`src/rtl/serial_word_fifo_pkg.sv`:
```
// Shared types and sizing helpers for the bit-serial word FIFO.
package serial_fifo_pkg;

  localparam int DEFAULT_WIDTH = 8;
  localparam int DEFAULT_DEPTH = 8;

  typedef enum logic [1:0] {
    IDLE  = 2'd0,
    SHIFT = 2'd1,
    HOLD  = 2'd2
  } state_t;

  function automatic int ptr_width(input int depth);
    return (depth > 1) ? $clog2(depth) : 1;
  endfunction

  function automatic int cnt_width(input int depth);
    return ptr_width(depth) + 1;
  endfunction

endpackage

```
`src/rtl/serial_word_fifo_if.sv`:
```
// Strobe/status bundle between the serial word FIFO and its user.
interface serial_word_fifo_if
  import serial_fifo_pkg::*;
#(
  parameter int WIDTH = DEFAULT_WIDTH,
  parameter int DEPTH = DEFAULT_DEPTH
);

  logic                        data_in;
  logic                        write_in;
  logic                        enqueue_in;
  logic                        dequeue_in;
  logic                        status_out;
  logic [WIDTH-1:0]            data_out;
  logic                        word_rdy_out;
  logic                        full_out;
  logic                        empty_out;
  logic [cnt_width(DEPTH)-1:0] count_out;
  logic                        ovf_out;

  modport slave (
    input  data_in, write_in, enqueue_in, dequeue_in,
    output status_out, data_out, word_rdy_out, full_out, empty_out, count_out, ovf_out
  );

  modport master (
    output data_in, write_in, enqueue_in, dequeue_in,
    input  status_out, data_out, word_rdy_out, full_out, empty_out, count_out, ovf_out
  );

endinterface

```
`src/rtl/serial_word_fifo_edge_sync.sv`:
```
// Two-flop synchroniser followed by a single-cycle rising-edge pulse.
module edge_sync (
  input  logic clock_1MHz,
  input  logic rst,
  input  logic strobe,
  output logic pulse
);

  logic s1, s2, s3;

  always_ff @(posedge clock_1MHz) begin
    if (rst) begin
      s1 <= 1'b0;
      s2 <= 1'b0;
      s3 <= 1'b0;
    end else begin
      s1 <= strobe;
      s2 <= s1;
      s3 <= s2;
    end
  end

  assign pulse = s2 & ~s3;

endmodule

```
`src/rtl/serial_word_fifo.sv`:
```
// Bit-serial deserialiser feeding a DEPTH-entry circular word FIFO.
// Build option AUTO_ENQUEUE_EN: a completed word is pushed without enqueue_in.
//
// state | meaning
// IDLE  | no bits collected, ready for a new serial word
// SHIFT | collecting bits, bitcnt holds bits received so far
// HOLD  | complete word waiting to be pushed into the FIFO
module serial_word_fifo
  import serial_fifo_pkg::*;
#(
  parameter int WIDTH     = DEFAULT_WIDTH,
  parameter int DEPTH     = DEFAULT_DEPTH,
  parameter bit MSB_FIRST = 1'b1
) (
  input logic               clock_1MHz,
  input logic               rst,
  serial_word_fifo_if.slave bus
);

  localparam int PW = ptr_width(DEPTH);
  localparam int CW = cnt_width(DEPTH);
  localparam int BW = $clog2(WIDTH + 1);
  localparam logic [CW-1:0] CNT_FULL = CW'(DEPTH);
  localparam logic [BW-1:0] BIT_LAST = BW'(WIDTH - 1);

  logic wr_pulse, enq_pulse, deq_pulse, enq_trig;
  logic din_s1, din_s2;

  state_t           state_q, state_d;
  logic [BW-1:0]    bitcnt_q, bitcnt_d;
  logic [WIDTH-1:0] shreg_q, shreg_d, shifted;
  logic [CW-1:0]    count_q, count_d;
  logic [PW-1:0]    wr_ptr_q, rd_ptr_q;
  logic [WIDTH-1:0] mem [DEPTH];
  logic [WIDTH-1:0] data_q;
  logic             ovf_q, status_q;
  logic             full, empty, push_req, push_go, pop_go, ovf_set;

  edge_sync u_sync_write (.clock_1MHz(clock_1MHz), .rst(rst), .strobe(bus.write_in),   .pulse(wr_pulse));
  edge_sync u_sync_enq   (.clock_1MHz(clock_1MHz), .rst(rst), .strobe(bus.enqueue_in), .pulse(enq_pulse));
  edge_sync u_sync_deq   (.clock_1MHz(clock_1MHz), .rst(rst), .strobe(bus.dequeue_in), .pulse(deq_pulse));

`ifdef AUTO_ENQUEUE_EN
  logic unused_enq;
  assign unused_enq = enq_pulse;
  assign enq_trig   = 1'b1;
`else
  assign enq_trig   = enq_pulse;
`endif

  assign full     = (count_q == CNT_FULL);
  assign empty    = (count_q == '0);
  assign pop_go   = deq_pulse & ~empty;
  assign push_req = (state_q == HOLD) & enq_trig;
  // A pop in the same cycle frees the slot, so a push into a full FIFO is legal then.
  assign push_go  = push_req & (~full | pop_go);
  assign ovf_set  = push_req & full & ~pop_go;
  assign shifted  = MSB_FIRST ? {shreg_q[WIDTH-2:0], din_s2} : {din_s2, shreg_q[WIDTH-1:1]};

  always_comb begin
    state_d  = state_q;
    bitcnt_d = bitcnt_q;
    shreg_d  = shreg_q;
    case (state_q)
      IDLE: begin
        bitcnt_d = '0;
        if (wr_pulse) begin
          shreg_d  = shifted;
          bitcnt_d = BW'(1);
          state_d  = SHIFT;
        end
      end
      SHIFT: begin
        if (wr_pulse) begin
          shreg_d  = shifted;
          bitcnt_d = bitcnt_q + 1'b1;
          if (bitcnt_q == BIT_LAST) state_d = HOLD;
        end
      end
      HOLD: begin
        if (push_go) begin
          state_d  = IDLE;
          bitcnt_d = '0;
        end
      end
      default: begin
        state_d  = IDLE;
        bitcnt_d = '0;
      end
    endcase
  end

  always_comb begin
    count_d = count_q;
    case ({push_go, pop_go})
      2'b10:   count_d = count_q + 1'b1;
      2'b01:   count_d = count_q - 1'b1;
      default: count_d = count_q;
    endcase
  end

  always_ff @(posedge clock_1MHz) begin
    if (rst) begin
      state_q  <= IDLE;
      bitcnt_q <= '0;
      shreg_q  <= '0;
      count_q  <= '0;
      wr_ptr_q <= '0;
      rd_ptr_q <= '0;
      data_q   <= '0;
      ovf_q    <= 1'b0;
      status_q <= 1'b1;
      din_s1   <= 1'b0;
      din_s2   <= 1'b0;
    end else begin
      // Data bit follows the same two-flop delay as its write strobe.
      din_s1   <= bus.data_in;
      din_s2   <= din_s1;
      state_q  <= state_d;
      bitcnt_q <= bitcnt_d;
      shreg_q  <= shreg_d;
      count_q  <= count_d;
      status_q <= (state_d == IDLE) && (count_d != CNT_FULL);
      if (push_go) wr_ptr_q <= wr_ptr_q + 1'b1;
      if (pop_go) begin
        data_q   <= mem[rd_ptr_q];
        rd_ptr_q <= rd_ptr_q + 1'b1;
      end
      if (ovf_set) ovf_q <= 1'b1;
    end
  end

  always_ff @(posedge clock_1MHz) begin
    if (push_go) mem[wr_ptr_q] <= shreg_q;
  end

  assign bus.status_out   = status_q;
  assign bus.data_out     = data_q;
  assign bus.word_rdy_out = (state_q == HOLD);
  assign bus.full_out     = full;
  assign bus.empty_out    = empty;
  assign bus.count_out    = count_q;
  assign bus.ovf_out      = ovf_q;

endmodule
```
`src/flat_wrapper.sv`:
```
// flat-port wrapper written by rule: the top's interface ports become plain ports
module serial_word_fifo_flat import serial_fifo_pkg::*;
#(
  parameter int WIDTH     = DEFAULT_WIDTH,
  parameter int DEPTH     = DEFAULT_DEPTH,
  parameter bit MSB_FIRST = 1'b1
)
  (clock_1MHz, rst, bus_data_in, bus_write_in, bus_enqueue_in, bus_dequeue_in, bus_status_out, bus_data_out, bus_word_rdy_out, bus_full_out, bus_empty_out, bus_count_out, bus_ovf_out);
  serial_word_fifo_if #(.WIDTH(WIDTH), .DEPTH(DEPTH)) bus_i ();
  input logic clock_1MHz;
  input logic rst;
  input wire logic [$bits(bus_i.data_in)-1:0] bus_data_in;
  input wire logic [$bits(bus_i.write_in)-1:0] bus_write_in;
  input wire logic [$bits(bus_i.enqueue_in)-1:0] bus_enqueue_in;
  input wire logic [$bits(bus_i.dequeue_in)-1:0] bus_dequeue_in;
  output wire logic [$bits(bus_i.status_out)-1:0] bus_status_out;
  output wire logic [$bits(bus_i.data_out)-1:0] bus_data_out;
  output wire logic [$bits(bus_i.word_rdy_out)-1:0] bus_word_rdy_out;
  output wire logic [$bits(bus_i.full_out)-1:0] bus_full_out;
  output wire logic [$bits(bus_i.empty_out)-1:0] bus_empty_out;
  output wire logic [$bits(bus_i.count_out)-1:0] bus_count_out;
  output wire logic [$bits(bus_i.ovf_out)-1:0] bus_ovf_out;
  assign bus_i.data_in = bus_data_in;
  assign bus_i.write_in = bus_write_in;
  assign bus_i.enqueue_in = bus_enqueue_in;
  assign bus_i.dequeue_in = bus_dequeue_in;
  assign bus_status_out = bus_i.status_out;
  assign bus_data_out = bus_i.data_out;
  assign bus_word_rdy_out = bus_i.word_rdy_out;
  assign bus_full_out = bus_i.full_out;
  assign bus_empty_out = bus_i.empty_out;
  assign bus_count_out = bus_i.count_out;
  assign bus_ovf_out = bus_i.ovf_out;
  serial_word_fifo #(.WIDTH(WIDTH), .DEPTH(DEPTH), .MSB_FIRST(MSB_FIRST)) u_core (.clock_1MHz(clock_1MHz), .rst(rst), .bus(bus_i));
endmodule
```
`config.mk`:
```
export PLATFORM = sky130hd
export DESIGN_NAME = serial_word_fifo_flat
export DESIGN_NICKNAME = d
export VERILOG_FILES = /design/src/rtl/serial_word_fifo_pkg.sv /design/src/rtl/serial_word_fifo_if.sv /design/src/rtl/serial_word_fifo_edge_sync.sv /design/src/rtl/serial_word_fifo.sv /design/src/flat_wrapper.sv
export SDC_FILE = /design/constraint.sdc
export NUM_CORES = 1
export LEC_CHECK = 0
export ABC_CLOCK_PERIOD_IN_PS = 8600
export CAP_MARGIN = 20
export CORE_UTILIZATION = 66
export CTS_BUF_LIST = sky130_fd_sc_hd__clkbuf_8
export DETAILED_ROUTE_END_ITERATION = 10
export PLACE_DENSITY = 0.87
export SLEW_MARGIN = 20
export SYNTH_ARGS = -nofsm -noshare
export SYNTH_HDL_FRONTEND = slang
export SYNTH_HIERARCHICAL = 1
export SYNTH_SLANG_ARGS = --single-unit
```
`constraint.sdc`:
```
create_clock -name clock_1MHz -period 8.6 [get_ports clock_1MHz]
set_clock_uncertainty 0.15 [all_clocks]
set_input_delay 1.29 -clock clock_1MHz [delete_from_list [all_inputs] [get_ports clock_1MHz]]
set_output_delay 1.29 -clock clock_1MHz [all_outputs]
set_load 0.005 [all_outputs]
```
**After elaboration in Yosys (flattened, before gate mapping)**

Memories as Yosys holds them, arrays and structs flattened. A register that Yosys moved wholly into a read port is not among the register bits.
Index checks and enable logic that the tools add are counted.

- Add/subtract/negate cells: 5
- Eq/ne operators: 9
- Mux-type cells: 12
- Bitwise operators: 15
- Reductions and logical operators: 7

Operators by type and width:

| kind | count |
|---|---|
| one-hot mux 4 bit (3 select lines) | 1 |
| adder 4 x 1 -> 4 bit, second input constant | 2 |
| AND 1 bit | 8 |
| two-way mux 2 bit | 4 |
| two-way mux 4 bit | 2 |
| one-hot mux 4 bit (2 select lines) | 1 |
| adder 3 x 1 -> 3 bit, second input constant | 2 |
| inverter 1 bit | 6 |
| one-hot mux 2 bit (3 select lines) | 1 |
| == test 2 x 1 -> 1 bit, second input constant | 2 |
| == test 2 bit, second input constant | 2 |
| == test 4 x 3 -> 1 bit, second input constant | 1 |
| == test 4 bit, second input constant | 1 |
| logical NOT 2 bit | 2 |
| logical NOT 4 bit | 1 |
| inequality test 4 bit, second input constant | 1 |
| AND reduction 2 bit | 2 |
| subtractor 4 x 1 -> 4 bit, second input constant | 1 |
| two-way mux 1 bit | 3 |
| inequality test 2 x 1 -> 1 bit, second input constant | 1 |
| inequality test 2 bit, second input constant | 1 |
| OR reduction 2 bit | 1 |
| logical AND 1 bit | 1 |
| bitwise OR 1 bit | 1 |

- Bits in registers: 37
- Bits in writable memories: 64
- Bits of input ports: 6
- Output and inout bits: 17
- Logic and storage cells: 68
- Memories kept: 1

Memories:

| memory | depth | width | rd ports | clocked after memory_dff | write ports | RTL line | source |
|---|---|---|---|---|---|---|---|
| u_core.mem | 8 | 8 | 1 | 1 | 1 | serial_word_fifo.sv:34 | `logic [WIDTH-1:0] mem [DEPTH];` |

**Longest topological paths before layout**

Gate-level depths: netlist of the first run.

- Depth after elaboration: 9
- Gate-level depth with buffers: 12
- Mapped depth without buffers: 11

**Modules after synthesis**

Netlist of the first run, hierarchy kept.

By module, submodules not included:

| module | instances | cells each | area each (um^2) | seq. area each (um^2) |
|---|---|---|---|---|
| serial_word_fifo | 1 | 276 | 3,986.3 | 2,642.5 |
| edge_sync | 3 | 7 | 87.6 | 60.1 |

**Least setup slack after synthesis of the first run**

No wires, ideal clock.

- Path kind: register to register
- From: register u_core.count_q[1], in the netlist u_core/bus.count_out[1]
- To: register u_core.status_q, in the netlist u_core/bus.status_out
- Library setup time: 0.125 ns
- Data arrival time: 2.573 ns
- Required time: 8.325 ns
- Path slack: 5.752 ns
- Cell stages (with the launch flop): 13
- Path buffers: 2
- Clock period less this slack: 2.848 ns
- Cells stage by stage: dfxtp_1 > buf_6 > or3_1 > o21a_1 > buf_2 > ha_1 > xor2_1 > ha_1 > a21oi_1 > xnor2_1 > nand2b_1 > xnor2_1 > o41a_1

- Cells in the longest elaborated chain, start to end: 9
- Elaborated cells between the ends (all ways): 17
- Those cells by class: 2 x add/sub; 4 x eq/ne; 3 x mux; 5 x bitwise; 3 x reduce/logical

RTL lines:

| item | RTL line | source |
|---|---|---|
| start: declaration | serial_word_fifo.sv:32 | `logic [CW-1:0] count_q, count_d;` |
| start signal: assignment | serial_word_fifo.sv:122 | `count_q <= count_d;` |
| logical NOT 4 bit (*) | serial_word_fifo.sv:52 | `assign empty = (count_q == '0);` |
| inverter 1 bit (*) | serial_word_fifo.sv:53 | `assign pop_go = deq_pulse & ~empty;` |
| AND 1 bit (*) | serial_word_fifo.sv:53 |  |
| net u_core.pop_go | serial_word_fifo.sv:37 | `logic full, empty, push_req, push_go, pop_go, ovf_set;` |
| bitwise OR 1 bit | serial_word_fifo.sv:56 | `assign push_go = push_req & (~full \| pop_go);` |
| AND 1 bit | serial_word_fifo.sv:56 |  |
| == test 2 x 1 -> 1 bit, or another cell as far along | serial_word_fifo.sv:95 | `case ({push_go, pop_go})` |
| one-hot mux 4 bit (2 select lines) or one-hot mux 2 bit (3 select lines) (tied branches) | serial_word_fifo.sv:95, serial_word_fifo.sv:64 |  |
| inequality test 4 bit or logical NOT 2 bit (tied branches) | serial_word_fifo.sv:123 | `status_q <= (state_d == IDLE) && (count_d != CNT_FULL);` |
| logical AND 1 bit (*) | serial_word_fifo.sv:123 |  |
| end signal: assignment | serial_word_fifo.sv:123 |  |
| end: declaration | serial_word_fifo.sv:36 | `logic ovf_q, status_q;` |

The timed path passes the listed nets; every way through them passes the cells marked *.
A chain may end at the register's enable or synchronous reset.

**Worst setup path after layout of the first run**

- From: register u_core.count_q[0], in the netlist u_core/bus.count_out[0]
- To: output port bus_empty_out

- Cells in the longest elaborated chain, start to end: 1

RTL lines:

| item | RTL line | source |
|---|---|---|
| logical NOT 4 bit | serial_word_fifo.sv:52 |  |
| end: declaration | flat_wrapper.sv:20 | `output wire logic [$bits(bus_i.empty_out)-1:0] bus_empty_out;` |

Every way passes these cells.

==> out/results.txt, run 1 <==
The run finished with clean final reports. Buffers added to address setup during post-CTS repair amount to 0. The tools report the routability-driven placement congestion ratio as 0.727.

The classification of the worst-slack hold path is flop to flop. The total overflow left after global routing is 0. Of the total synthesized cell area, the portion taken by AND, OR, NAND and NOR gates is 11.3%. The first routing iteration left 182 violations. The number of failing hold endpoints at the final stage was 0.

The pre-antenna-repair detailed-routing pass consisted of 4 iterations. Adder-cell area share of the yosys netlist: 1.77%. Averaged over all synthesized cells, the footprint is 14.3 µm². The tools report the number of global-route vias before repair as 2400. The path type of the worst setup path was flop to output pin.

The total area of sequential cells is 2820 µm². Power comes to 0.911 mW. Uppermost layer routed: met4.

The tools report the area of the die as 6760 µm². After clock tree synthesis, the clock-pin slew on the worst setup and hold paths is 0.09 ns. The endpoint identified for the worst register-to-register timing path is u_core/bus.status_out.

Using the TritonRoute via totals, the vias-per-cell ratio works out to 6.11. The run gives 4250 µm² as the post-synthesis instance area. Cells fill 78.7% of the core in the end. For this design, the CTS-stage hold fixing added 0 buffers. The run gives 109 as the count of clock tree sinks.

The startpoint of the most critical hold path was u_core/din_s2. The filler cell count is 349. Setup repair after global routing left no endpoint under its margin.

For the pin with the worst max-slew slack, the measured transition is 0.878 ns. The synthesized netlist devotes 5.39% of its cell area to compound gates. The remaining max-slew budget at the tightest pin came out at 41.4%.

In this run the standard cell core region covers 6060 µm². Cells with a size suffix above 1 make up 13.8% of the layout. Based on the critical path, the design can be clocked at up to 299 MHz.

The count of endpoints failing setup in the final report is 0, and the share of synthesized area spent on multiplexers is 11.1%. The worst hold path was traced through 2 stages. The net count of the finished layout is 334. For the placement-stage worst setup slack, the log shows 5.36 ns. The later pin in the worst-skew pair is clocked with a latency of 0.36 ns.

The kind of start point of the critical path is a flop. Entering global routing, the biggest net connects 47 pins. The minimum clock period came out at 3.34 ns.

The number of nets produced by synthesis is 309. The number of max-slew violations in the final report came out at 0. The worst setup path is captured at an output pin. Sum of routed wire length over all layers: 8060 µm. The synthesized netlist devotes 2.06% of its cell area to XOR and XNOR gates. The multi-input combinational cells in the finished layout cover a total of 1340 µm². TritonCTS built the clock tree. Leaving out fill and tap cells, the most frequent cells in the layout are sky130_fd_sc_hd__edfxtp_1, sky130_fd_sc_hd__dfxtp_1, sky130_fd_sc_hd__nor2_1. Synthesis produced 297 cells. The number of distinct standard cells referenced by the synthesized netlist came out at 42. In this run the remaining antenna-violating nets after routing total 0. After synthesis, the share of flip-flops with an asynchronous set or reset is 0%.

Compared with the post-synthesis result, the final layout area differs by 12.2%. The most used flip-flop cell after synthesis is sky130_fd_sc_hd__edfxtp_1. The routed design uses 606 µm of met3 wire.

Across the VDD grid, the largest voltage drop is 0.000146 V. The initial antenna violation count came out at 0. Adding up every negative setup slack in the final design gives 0 ns. Summing the sequential cell areas from Yosys gives 66.4% of the chip area. The average routed wire per standard cell came out at 20.1 µm. Power spread over the standard cell area amounts to 191 nW/µm². The final non-filler cell total was 402; the part of the cycle the worst path needs was 38.9%.

CTS built an H-tree with a depth of 3. The number of resized instances in the post-cts repair step came out at 0. The synthesis-stage register bit count came out at 109. Tracing the worst setup path back leads to its startpoint at u_core/bus.count_out[0]. The root buffer selected by CTS was sky130_fd_sc_hd__clkbuf_8.

Input and output buffers added on the ports amount to 22. The detailed placement HPWL is 4950 µm. For the remaining design rule violation count, the log shows 0. The chip width came out at 82.2 µm. The routed design uses 4080 µm of met2 wire.

The origin of the critical flop-to-flop path was u_core/bus.count_out[0]. The TritonCTS buffer count was 9. The number of diodes added for antenna fixing is 0. The synthesized design contains 64 enable-type register cells.

The run gives 1.59 nW as the static leakage. The worst hold path terminates at u_core/shreg_q[0]. Counting tap cells, the placed design contains a total of 386 instances. Number of warnings printed during yosys synthesis: 6. Measured along the y axis, the die boundary spans 82.2 µm. The first-pass GRT wire length is 12200 µm, and the worst-case reg-to-reg path depth is 10. STA puts the critical path data arrival time at 1.90 ns. For the setup slack of the worst register-to-register path, the log shows 5.30 ns. Across the run, the number of max-cap violations was 0. The initial cell density of the core is 70.1%, and the number of placed I/O pins is 23.

Routed metal-1 wirelength: 3250 µm. The most frequent standard cell in the layout excluding fill and tap cells is sky130_fd_sc_hd__edfxtp_1. Row generation in the floorplan step produced 28 rows. Global routing used 26.2% of the available tracks across all layers.

The maximum fanout encountered on the critical timing path was 8. At the worst endpoint, the required time is 7.16 ns. The count of vias placed by the detailed router was 2456; the worst path setup slack after routing was 5.26 ns. By area, the combinational part of the netlist is dominated by simple AND/OR/NAND/NOR gates.

The clock passes through at most 2 buffers.
[power breakdown]
group / switching, mW / internal (mW) / total (mW)
clock network: 0.159 / 0.190 / 0.349
logic: 0.00718 / 0.00543 / 0.0126
registers: 0.00141 / 0.548 / 0.550
total: 0.167 / 0.744 / 0.911
[sequential cells by signal, indices dropped and copies added, names as in the netlist]
| register | cells |
|---|---|
| u_core/shreg_q | 8 |
| u_core/din_s1 | 1 |
| u_core/u_sync_deq/s1 | 1 |
| u_core/u_sync_deq/s2 | 1 |
| u_core/rd_ptr_q | 3 |
| u_core/state_q | 2 |
| u_core/u_sync_deq/s3 | 1 |
| u_core/u_sync_write/s1 | 1 |
| u_core/u_sync_write/s3 | 1 |
| u_core/bus.ovf_out | 1 |
| u_core/bus.data_out | 8 |
| u_core/din_s2 | 1 |
| u_core/bus.count_out | 4 |
| u_core/u_sync_enq/s1 | 1 |
| u_core/wr_ptr_q | 3 |
| u_core/u_sync_enq/s2 | 1 |
| u_core/u_sync_enq/s3 | 1 |
| u_core/bus.status_out | 1 |
| u_core/u_sync_write/s2 | 1 |
| u_core/mem | 64 |
| u_core/bitcnt_q | 4 |
[critical path, stage by stage (launching register included)]
cell,delay (ns)
sky130_fd_sc_hd__dfxtp_1,0.42
sky130_fd_sc_hd__or3_1,0.44
sky130_fd_sc_hd__nor2_1,0.15
sky130_fd_sc_hd__clkdlybuf4s50_1,0.53
[worst max path at each step]
stage                                 end  slack (ns)  cells after the start
finish                      bus_empty_out        5.26                      3
global route        u_core/bus.status_out        5.18                     10
CTS                         bus_empty_out        5.24                      3
detailed placement  u_core/bus.status_out        5.36                     10
global placement    u_core/bus.status_out        5.50                     10
floorplan           u_core/bus.status_out        5.75                     12
[cell families (layout without fill, tap and decap cells)]
logic type	Yosys count	after routing
flip-flops	109	109
AND/OR/NAND/NOR	94	94
AO/OA/AOI/OAI	35	35
multiplexers	27	27
buffers and inverters	16	46
XOR/XNOR	10	10
adder cells (fa/ha/maj)	6	6
[cells in the mapped netlist, types with 2 or more instances]
| master | count | share of area, % |
|---|---|---|
| sky130_fd_sc_hd__nand3_1 | 2 | 0.24 |
| sky130_fd_sc_hd__nand2_1 | 23 | 2.0 |
| sky130_fd_sc_hd__nand4_1 | 3 | 0.44 |
| sky130_fd_sc_hd__or3_1 | 3 | 0.44 |
| sky130_fd_sc_hd__o21ai_0 | 3 | 0.35 |
| sky130_fd_sc_hd__a211oi_1 | 8 | 1.4 |
| sky130_fd_sc_hd__clkbuf_1 | 6 | 0.53 |
| sky130_fd_sc_hd__nor2_1 | 28 | 2.5 |
| sky130_fd_sc_hd__buf_6 | 2 | 0.53 |
| sky130_fd_sc_hd__ha_1 | 6 | 1.8 |
| sky130_fd_sc_hd__edfxtp_1 | 64 | 45 |
| sky130_fd_sc_hd__mux4_2 | 16 | 8.5 |
| sky130_fd_sc_hd__a31oi_1 | 2 | 0.29 |
| sky130_fd_sc_hd__nand2b_1 | 5 | 0.74 |
| sky130_fd_sc_hd__mux2i_1 | 11 | 2.6 |
| sky130_fd_sc_hd__nor2b_2 | 3 | 0.62 |
| sky130_fd_sc_hd__a21oi_1 | 14 | 1.6 |
| sky130_fd_sc_hd__xnor2_1 | 4 | 0.82 |
| sky130_fd_sc_hd__nor3_1 | 4 | 0.47 |
| sky130_fd_sc_hd__dfxtp_1 | 45 | 21 |
| sky130_fd_sc_hd__buf_1 | 2 | 0.18 |
| sky130_fd_sc_hd__buf_2 | 3 | 0.35 |
| sky130_fd_sc_hd__nor2b_1 | 16 | 2.4 |
| sky130_fd_sc_hd__xor2_1 | 6 | 1.2 |
[metal layers]
layer	GRT usage [%]	up-vias
met5	0	-
met4	13.7	0
met3	4.84	12
met2	43.2	89
met1	33.2	1212
li1	-	1143
[cell type report]
type / count / share of cell area (%)
inverters: 1 / 0.0787
clock inverters: 7 / 2.26
multi-input cells: 172 / 28.2
flip-flops and latches: 109 / 59.2
clock buffers: 9 / 2.60
well taps: 75 / 1.97
repair buffers: 29 / 5.72
[per-stage QoR]
stage / instance area, µm² / hold WS (ns)
after floorplan: 4250 / 0.264
after global placement: 4540 / 0.269
after detailed placement: 4540 / 0.279
after CTS: 4770 / 0.296
after global routing: 4770 / 0.318
final: 4770 / 0.290
No activity file was read; power rests on OpenSTA's default activity.
==> run 2: changes to the inputs <==
--- a/config.mk
+++ b/config.mk
@@ -5,12 +5,12 @@
 export SDC_FILE = /design/constraint.sdc
 export NUM_CORES = 1
 export LEC_CHECK = 0
-export ABC_CLOCK_PERIOD_IN_PS = 8600
+export ABC_CLOCK_PERIOD_IN_PS = 2800
 export CAP_MARGIN = 20
-export CORE_UTILIZATION = 66
+export CORE_UTILIZATION = 55
 export CTS_BUF_LIST = sky130_fd_sc_hd__clkbuf_8
 export DETAILED_ROUTE_END_ITERATION = 10
-export PLACE_DENSITY = 0.87
+export PLACE_DENSITY = 0.77
 export SLEW_MARGIN = 20
 export SYNTH_ARGS = -nofsm -noshare
 export SYNTH_HDL_FRONTEND = slang
==> constraint.sdc (replaced) <==
create_clock -name clock_1MHz -period 2.8 [get_ports clock_1MHz]
set_clock_uncertainty 0.15 [all_clocks]
set_input_delay 0.42 -clock clock_1MHz [delete_from_list [all_inputs] [get_ports clock_1MHz]]
set_output_delay 0.42 -clock clock_1MHz [all_outputs]
set_load 0.005 [all_outputs]
==> out/results.txt, run 2 (synthesis gave the netlist of run 1 again) <==
The vias per cell is 5.42 (-11%). Setup repair after global routing left no endpoint under its margin. The most critical setup path has its startpoint at u_core/bus.count_out[0]. The run gives 0 (unchanged) as the number of max-capacitance violations reported.

The number of failing hold endpoints at the final stage is 0 (unchanged), and the slew of the pin with the lowest slew margin is 0.641 ns (-0.237 ns). Ranked by flip-flop count, first place goes to u_core/mem. The met1 track demand over resource in global routing was 27.3% (-5.9 points). The total negative slack was 0 ns (unchanged). The tools report the filler cell count as 528 (+51%). The count of port buffers added during placement was 22 (unchanged).

Kind of start point of the critical path: a flop. Die span in y: 89.9 µm (+9.3%). The initial antenna violation count was 0 (unchanged); the area added between synthesis and finish was 14.8%. The share of layout cells above drive strength 1 is 18.1% (+4.4 points), and the fraction of power consumed by sequential logic is 63.3% (+3.0 points).

The run gives 0.206 ns (-5.15 ns) as the placement-stage worst setup slack. The logs give 1350 µm² (+0.19%) for the area occupied by multi-input gates and 211 (+16%) for the violation count after the first detailed-route iteration. The relative contribution of combinational cells to total power is 1.5% (about the same).

The clock-pin slew on the worst setup and hold paths works out to 0.10 ns (about the same). The required arrival time at the worst endpoint is 2.89 ns (-4.27 ns), and the met2 global-route usage is 30.0% (-13 points). Final non-filler cell total: 441 (+9.7%). The fraction of power spent switching nets is 20.4% (+2.1 points). TritonCTS built the clock tree. Internal power summed over all cells: 2.12 mW (+190%). For the area of the die, the log shows 8080 µm² (+19%). The count of TritonRoute iterations in the first routing pass came out at 4 (unchanged). The routability-driven placement congestion ratio is 0.721 (-0.88%), and the worst vdd rail ir drop is 0.000294 V (+100%).

The number of diodes added for antenna fixing was 0 (unchanged). The library cells used most frequently in the layout, excluding fill and tap cells, are sky130_fd_sc_hd__edfxtp_1, sky130_fd_sc_hd__dfxtp_1, sky130_fd_sc_hd__nor2_1. The tools report the post-CTS setup buffer count as 0 (unchanged). The most heavily used metal layer in global routing was met2.

The logs give 0 (unchanged) for the quantity of hold-fixing buffers added after cts and 0 (unchanged) for the number of max-slew violations in the final report. The number of resized instances in the post-cts repair step was 0 (unchanged). Largest stage delay on the critical path: 0.39 ns (-0.14 ns). The run finished with clean final reports. The clock latency on the worst-skew pair is 0.36 ns (about the same).

The tools report the global-route usage over all layers as 19.2% (-7.0 points). The core box area is 7370 µm² (+22%), and the worst hold slack is 0.298 ns (+0.00703 ns). Combined buffer and inverter count along the critical path: 0 (-1).

The data arrival time of the worst path was 2.71 ns (+0.81 ns); the minimum clock period was 2.62 ns. The tools report the total area of sequential cells as 2820 µm² (unchanged). The tools report the number of cell rows as 31 (+11%). The count of endpoints failing setup in the final report was 0 (unchanged). The worst setup path is of the flop to flop kind. Clock tree synthesis selected as its root buffer the cell sky130_fd_sc_hd__clkbuf_8.

The remaining max-slew budget at the tightest pin came out at 57.1% (+16 points). In this run the worst hold path is classified as flop to flop. The TritonCTS buffer count was 9 (unchanged). The average routed wire per standard cell was 16.3 µm (-19%); the level count of the clock H-tree was 3 (unchanged). The maximum operating frequency came out at 382 MHz. The slowest library cell on the worst path is sky130_fd_sc_hd__or3_1.

The count of vias placed by the detailed router is 2389 (-2.7%), and the static leakage is 1.65 nW (+3.6%). Placed instance count: 425 (+10%). The logs give 349 (+4.5%) for the final net count and 0.544 mW (+230%) for the power spent charging and discharging nets. Sum of routed wire length over all layers: 7210 µm (-11%). Kind of capture point of the worst setup path: a flop.

First-pass GRT wire length: 11800 µm (-3.6%). The most frequent standard cell in the layout excluding fill and tap cells was sky130_fd_sc_hd__edfxtp_1. The family with the most delay on the worst path is compound AO/OA/AOI/OAI gates. Aggregate global routing overflow: 0 (unchanged). The critical path goes through or3_1, o21a_1, ha_2, xor2_1, ha_1, a21oi_1, xnor2_1, nand2b_1, xnor2_1, o41a_1. Startpoint of the most critical hold path: u_core/din_s2.

The maximum fanout encountered on the critical timing path works out to 5 (-3). The remaining design rule violation count was 0 (unchanged); the part of the cycle the worst path needs was 93.6%. The clock group share of total power is 35.2% (-3.1 points). The run gives 2347 (-2.2%) as the number of global-route vias before repair. The initial cell density of the core is 57.7% (-12 points). The chip width is 89.9 µm (+9.3%), and the number of placed I/O pins is 23 (unchanged). The power per cell area came out at 547 nW/µm² (+190%). The fraction of the core area covered by cells at the end of the flow came out at 66.2% (-12 points). The tools report the detailed placement HPWL as 4880 µm (-1.3%). The count of clock tree sinks was 109 (unchanged); the met3 track demand over resource was 3.38% (-1.5 points). The tools report the origin of the critical flop-to-flop path as u_core/bus.count_out[0]. For the pin count of the biggest net entering global routing, the log shows 21 (-55%).

Worst path setup slack after routing: 0.180 ns (-5.08 ns). The maximum buffer depth of the clock tree was 2 (unchanged); the number of flip-flops under the largest register name was 64 (unchanged). The dominant cell type by count on the critical path was sky130_fd_sc_hd__xnor2_1. For the number of nets still failing antenna checks after routing, the log shows 0 (unchanged).
## run 2: metal layers
layer,routed length (µm),up-vias
met2,3410,55
met1,3380,1161
met4,87,0
li1,-,1167
met3,336,6
met5,0,-
## run 2: layout make-up
| type | instances | area share (%) |
|---|---|---|
| clock buffer | 9 | 2.54 |
| clock inverter | 7 | 1.49 |
| inverter | 1 | 0.0770 |
| multi-input combinational | 172 | 27.6 |
| sequential | 109 | 57.9 |
| tap | 99 | 2.54 |
| timing repair buffer | 44 | 7.90 |
## run 2: worst reg2reg max path: stages, from the launching register on
cell                       delay [ns]
sky130_fd_sc_hd__dfxtp_1         0.32
sky130_fd_sc_hd__or3_1           0.39
sky130_fd_sc_hd__o21a_1          0.20
sky130_fd_sc_hd__ha_2            0.21
sky130_fd_sc_hd__xor2_1          0.15
sky130_fd_sc_hd__ha_1            0.19
sky130_fd_sc_hd__a21oi_1         0.15
sky130_fd_sc_hd__xnor2_1         0.14
sky130_fd_sc_hd__nand2b_1        0.08
sky130_fd_sc_hd__xnor2_1         0.14
sky130_fd_sc_hd__o41a_1          0.39
## run 2: final timing paths
| check | end | cells past startpoint | slack [ns] |
|---|---|---|---|
| max | u_core/bus.status_out | 10 | 0.18 |
| min | u_core/shreg_q[0] | 2 | 0.30 |
| max reg2reg | u_core/bus.status_out | 10 | 0.18 |
| min reg2reg | u_core/shreg_q[0] | 2 | 0.30 |
## run 2: through the flow
stage               power [mW]  area, µm²
global route              2.76       4880
floorplan                 1.75       4250
global placement          1.76       4680
finish                    2.67       4880
detailed placement        1.77       4680
CTS                       2.68       4880
## run 2: power groups by stage
stage | sequential, mW | combinational, mW | clock [mW]
after global routing | 1.69 | 0.0445 | 1.02
after detailed placement | 1.73 | 0.0398 | 0
after CTS | 1.69 | 0.0401 | 0.949
after global placement | 1.72 | 0.0392 | 0
after floorplan | 1.72 | 0.0229 | 0
final | 1.69 | 0.0401 | 0.938
